===== config.mk =====
export PLATFORM = sky130hd
export DESIGN_NAME = conv_output_collector
export DESIGN_NICKNAME = d
export VERILOG_FILES = /design/src/rtl/conv_output_collector.sv
export SDC_FILE = /design/constraint.sdc
export NUM_CORES = 1
export LEC_CHECK = 0
export ABC_CLOCK_PERIOD_IN_PS = 4300
export CAP_MARGIN = 30
export CORE_MARGIN = 2
export CORE_UTILIZATION = 55
export CTS_BUF_LIST = sky130_fd_sc_hd__clkbuf_4
export DETAILED_ROUTE_END_ITERATION = 8
export GPL_TIMING_DRIVEN = 0
export PLACE_DENSITY = 0.72
export SLEW_MARGIN = 20
export SYNTH_ARGS = -nofsm -noshare
export SYNTH_HDL_FRONTEND = slang
export SYNTH_SLANG_ARGS = --single-unit

===== constraint.sdc =====
create_clock -name clk -period 4.3 [get_ports clk]
set_input_delay 0.645 -clock clk [delete_from_list [all_inputs] [get_ports clk]]
set_output_delay 0.645 -clock clk [all_outputs]
set_load 0.02 [all_outputs]

===== src/rtl/conv_output_collector.sv =====
// Realigns the convolution stage's valid to its pixel, tags frame position and buffers samples
// in a FIFO behind a valid/ready stream. Optional binarisation: CONV_COLLECT_THRESHOLD_EN.
module conv_output_collector #(
  parameter int WORD_SIZE     = 8,
  parameter int ROW_SIZE      = 540,
  parameter int COL_SIZE      = 540,
  parameter int VALID_LATENCY = 3,
  parameter int FIFO_DEPTH    = 16,
  parameter int THRESHOLD     = 32
) (
  input  logic                          clk,
  input  logic                          rst,
  input  logic [WORD_SIZE-1:0]          pixel_in,
  input  logic [1:0]                    valid_in,
  output logic [WORD_SIZE-1:0]          m_data,
  output logic                          m_valid,
  input  logic                          m_ready,
  output logic                          m_sof,
  output logic                          m_eol,
  output logic                          m_eof,
  output logic [$clog2(FIFO_DEPTH):0]   level,
  output logic                          overflow
);

  localparam int OUT_COLS = ROW_SIZE - 2;
  localparam int OUT_ROWS = COL_SIZE - 2;
  localparam int CW       = (OUT_COLS > 1) ? $clog2(OUT_COLS) : 1;
  localparam int RW       = (OUT_ROWS > 1) ? $clog2(OUT_ROWS) : 1;
  localparam int AW       = $clog2(FIFO_DEPTH);
  localparam int EW       = WORD_SIZE + 3;

  if (FIFO_DEPTH < 4 || (FIFO_DEPTH & (FIFO_DEPTH - 1)) != 0 || THRESHOLD < 0)
  begin : g_bad_param
    $error("conv_output_collector: invalid FIFO_DEPTH or THRESHOLD");
  end

  // Valid alignment
  logic s_valid;

  if (VALID_LATENCY == 0) begin : g_no_delay
    assign s_valid = |valid_in;
  end else begin : g_delay
    logic [VALID_LATENCY-1:0] vld_q;
    always_ff @(posedge clk) begin
      if (rst) begin
        vld_q <= '0;
      end else begin
        vld_q[0] <= |valid_in;
        for (int i = 1; i < VALID_LATENCY; i++) vld_q[i] <= vld_q[i-1];
      end
    end
    assign s_valid = vld_q[VALID_LATENCY-1];
  end

  // Frame position counters; they advance even for dropped samples
  logic [CW-1:0] col_q;
  logic [RW-1:0] row_q;
  logic          at_sof, at_eol, at_eof;

  assign at_sof = (row_q == '0) && (col_q == '0);
  assign at_eol = (col_q == CW'(OUT_COLS - 1));
  assign at_eof = at_eol && (row_q == RW'(OUT_ROWS - 1));

  always_ff @(posedge clk) begin
    if (rst) begin
      col_q <= '0;
      row_q <= '0;
    end else if (s_valid) begin
      if (at_eol) begin
        col_q <= '0;
        row_q <= at_eof ? '0 : row_q + RW'(1);
      end else begin
        col_q <= col_q + CW'(1);
      end
    end
  end

  logic [WORD_SIZE-1:0] wr_pix;

`ifdef CONV_COLLECT_THRESHOLD_EN
  assign wr_pix = (32'(pixel_in) >= THRESHOLD) ? '1 : '0;
`else
  assign wr_pix = pixel_in;
`endif

  // FIFO
  logic [EW-1:0] mem_q [FIFO_DEPTH];
  logic [AW:0]   wr_ptr_q, rd_ptr_q;
  logic          empty, full, push, pop;
  logic [EW-1:0] head;

  assign empty = (wr_ptr_q == rd_ptr_q);
  assign full  = (wr_ptr_q[AW] != rd_ptr_q[AW]) && (wr_ptr_q[AW-1:0] == rd_ptr_q[AW-1:0]);
  assign pop   = !empty && m_ready;
  // When full, a same-cycle pop frees the slot being written
  assign push  = s_valid && (!full || pop);

  always_ff @(posedge clk) begin
    if (rst) begin
      wr_ptr_q <= '0;
      rd_ptr_q <= '0;
      overflow <= 1'b0;
    end else begin
      if (push) wr_ptr_q <= wr_ptr_q + 1'b1;
      if (pop)  rd_ptr_q <= rd_ptr_q + 1'b1;
      if (s_valid && full && !pop) overflow <= 1'b1;
    end
  end

  always_ff @(posedge clk) begin
    if (push) mem_q[wr_ptr_q[AW-1:0]] <= {at_eof, at_eol, at_sof, wr_pix};
  end

  assign head    = mem_q[rd_ptr_q[AW-1:0]];
  assign m_valid = !empty;
  assign m_data  = empty ? '0 : head[WORD_SIZE-1:0];
  assign m_sof   = !empty && head[WORD_SIZE];
  assign m_eol   = !empty && head[WORD_SIZE+1];
  assign m_eof   = !empty && head[WORD_SIZE+2];
  assign level   = wr_ptr_q - rd_ptr_q;

endmodule

==> flow_summary.yaml <==
critical_path:
  worstSetupEndpointType: "output port"
  arrival_ns: 3.43
  cp_top_family: "buffers and inverters"
  path_cells: "clkbuf_1 -> clkbuf_1 -> mux4_2 -> nor2b_1 -> a211oi_1 -> a211oi_1 -> clkdlybuf4s50_1"
  required_ns: 3.65
  reg2reg_depth: 6
  criticalPathCategory: "reg -> out"
  r2r_slack_ns: 1.47
  timing.critical_path.buf_inv: 3
  r2r-end: "mem_q[1][3]$_DFFE_PP_"
  timing.rr.start: "wr_ptr_q[0]$_SDFFE_PP0P_"
  critPathSlowestCell: "clkdlybuf4s50_1"
  cpPeakStageDelay_ns: 0.68
  critPathMaxFanout: 10
  startpoint_type: "flip-flop"
detailed_routing:
  detail-route-antenna-nets: 0
  avgViaCountPerCell: 5.66
  drcViolationCount: 0
  drtIter0Drc: 424
  wl_per_cell_um: 20.1
  wl_um: 17300
  vias: 4890
  drt_pass1_iterations: 4
place:
  pre_cts_ws_ns: 0.0787
  dp_hpwl_um: 10800
  place_area_sq_mm: 0.00932
  place.gp.congestion: 0.803
  port_buffers: 30
  dp_cells: 765
synthesis:
  postSynthAreaPerCell_sq_um: 16.8
  syn_nets: 547
  ys_seq_elements: 214
  syn_inst: 518
  syn_area_sq_mm: 0.00872
  ys_types: 38
  yosys_warnings: 0
  ys_seq_area_share_pct: 69.3
die:
  ios: 31
  num_rows: 46
  die_w_um: 130
  dieHeight_um: 130
  start_util_pct: 55.5
  core-area_sq_mm: 0.0157
  dieArea_sq_mm: 0.0169
clock_tree:
  postCtsSetupBuffers: 0
  cts_tree: "built"
  h-tree-depth: 2
  root_buffer: "clkbuf_4"
  hold_buffers: 0
  clkTransAtPathRegs_ns: 0.06
  insertion_delay_ns: 0.65
  cts_buffers: 53
  cts.sinks: 214
  cts_max_path_buffers: 3
sta:
  fin_crit_sh_pct: 94.8
  hold_viol_final: 0
  max_freq_mhz: 245
  skew_ns: 0.0283
  whs_ns: 0.453
  finalSetupViolCount: 0
  maxSlewViolCount: 0
  fin_setup_tns_ns: 0
  setup_slack_ns: 0.223
  rsz0062_at_grt: "false"
  period_minus_slack_ns: 4.08
  tightest_slew_ns: 0.969
  max_slew_margin_pct: 35.0
worst_hold_path:
  min_from: "g_delay.vld_q[0]$_SDFF_PP0_"
  holdPathEnd: "g_delay.vld_q[1]$_SDFF_PP0_"
  min_path_cells: 1
  hp-class: "reg -> reg"
power_and_ir_drop:
  p_per_area_mw_per_mm2: 411
  peakVddDrop_mv: 0.225
  power.total_mw: 4.11
  leakagePower_nw: 3.31
grt:
  first_global_vias: 4963
  overflow: 0
  track_usage_pct: 21.5
  grt_pass1_wl_um: 26800
  antenna_found_initial: 1
  grt_max_degree: 18
finish:
  fillers: 1156
  fin_nets: 634
  register_area_sq_mm: 0.00605
  layout-drive-gt1-share_pct: 21.9
  post-route-util_pct: 63.6
  syn2layout_area_growth_pct: 14.6
  fin_cells: 864
  multiInputGateArea_sq_mm: 0.00251
  stdcell_area_sq_mm: 0.0100
outcome:
  status: "finished, final reports clean"
run:
  timing.max_cap.violations: 0
==> cell usage after synthesis (all sizes together) <==
cell | count | area share (%)
o311ai | 2 | 0.20
o21ai | 8 | 0.46
nand3 | 6 | 0.34
or4 | 6 | 0.52
or3 | 6 | 0.43
o31a | 1 | 0.10
nand2 | 7 | 0.30
o211ai | 1 | 0.086
ha | 15 | 2.2
mux4 | 44 | 11
a21oi | 10 | 0.57
or2 | 1 | 0.072
fa | 1 | 0.23
nor2b | 14 | 1.0
and4b | 4 | 0.46
clkbuf | 19 | 0.83
a21o | 3 | 0.26
nor3 | 6 | 0.34
buf | 10 | 0.50
nand4b | 1 | 0.10
edfxtp | 176 | 61
o31ai | 2 | 0.17
a211oi | 22 | 1.9
nor2 | 32 | 1.4
nor4b | 1 | 0.10
and3 | 10 | 0.72
and4 | 5 | 0.50
nand2b | 2 | 0.14
nand4 | 8 | 0.57
and2 | 1 | 0.072
mux2i | 15 | 1.7
xnor2 | 11 | 1.1
dfxtp | 38 | 8.7
xor2 | 11 | 1.1
nor4 | 3 | 0.22
inv | 16 | 0.69
==> layer usage <==
| layer | share of wire (%) | vias to the layer above | global-route usage (%) |
|---|---|---|---|
| met5 | 0 | - | 0 |
| met4 | 1.5 | 0 | 6.26 |
| met3 | 5.0 | 29 | 5.45 |
| met2 | 51 | 160 | 36.9 |
| met1 | 42 | 2448 | 27.4 |
| li1 | - | 2253 | - |
==> worst max path at each step <==
stage / slack, ns / start / to / cells past startpoint
after global routing: 0.01 / flip-flop / m_data[7] / 6
after floorplan: 1.41 / flip-flop / m_data[1] / 6
after global placement: 0.21 / flip-flop / m_data[7] / 7
after CTS: 0.005 / flip-flop / m_sof / 6
final: 0.22 / flip-flop / m_data[5] / 7
after detailed placement: 0.08 / flip-flop / m_data[7] / 7
==> layout make-up <==
| class | count | area share (%) |
|---|---|---|
| inverters | 16 | 0.601 |
| diodes | 1 | 0.0250 |
| well taps | 216 | 2.70 |
| multi-input cells | 259 | 25.2 |
| flip-flops and latches | 214 | 60.5 |
| clock inverters | 20 | 0.789 |
| plain buffers | 29 | 1.26 |
| clock buffers | 77 | 5.78 |
| repair buffers | 32 | 3.19 |
==> power by group <==
part / total [mW] / internal (mW) / switching, mW
clock network: 1.61 / 0.826 / 0.788
registers: 2.25 / 2.24 / 0.00492
logic: 0.245 / 0.106 / 0.139
total: 4.11 / 3.17 / 0.932
==> kinds of logic after synthesis <==
family / share of synthesized area [%]
XOR/XNOR: 2.21
adder cells (fa/ha/maj): 2.38
AO/OA/AOI/OAI: 3.74
AND/OR/NAND/NOR: 7.27
buffers and inverters: 2.02
multiplexers: 13.1
flip-flops: 69.3
==> cell usage in the layout, fill, tap and decap left out, types with 4 or more instances in the layout <==
cell type	count
o21ai_0	8
clkbuf_4	78
mux2i_1	15
edfxtp_1	176
or4_1	6
or3_1	6
buf_2	6
and4_1	5
inv_1	16
clkbuf_1	15
nor2b_1	14
nand4_1	8
ha_1	15
dfxtp_1	38
and4b_1	4
clkdlybuf4s50_1	30
nand3_1	6
nor2_1	31
a211oi_1	22
xnor2_1	11
xor2_1	11
mux4_2	44
clkinv_1	17
a21oi_1	10
and3_1	10
nand2_1	7
clkbuf_2	5
nor3_1	4
==> sequential cells by signal, indices dropped and copies added, names as in the netlist, named ones only <==
register,flops
overflow,1
wr_ptr_q,5
g_delay.vld_q,3
row_q,10
mem_q,176
rd_ptr_q,5
col_q,10
==> what timing repair did <==
item | in CTS | in global routing
cloned | 0 | 0
gates resized for setup | 9 | 2
setup endpoints to repair | 11 | 6
No activity file was read; power rests on OpenSTA's default activity.
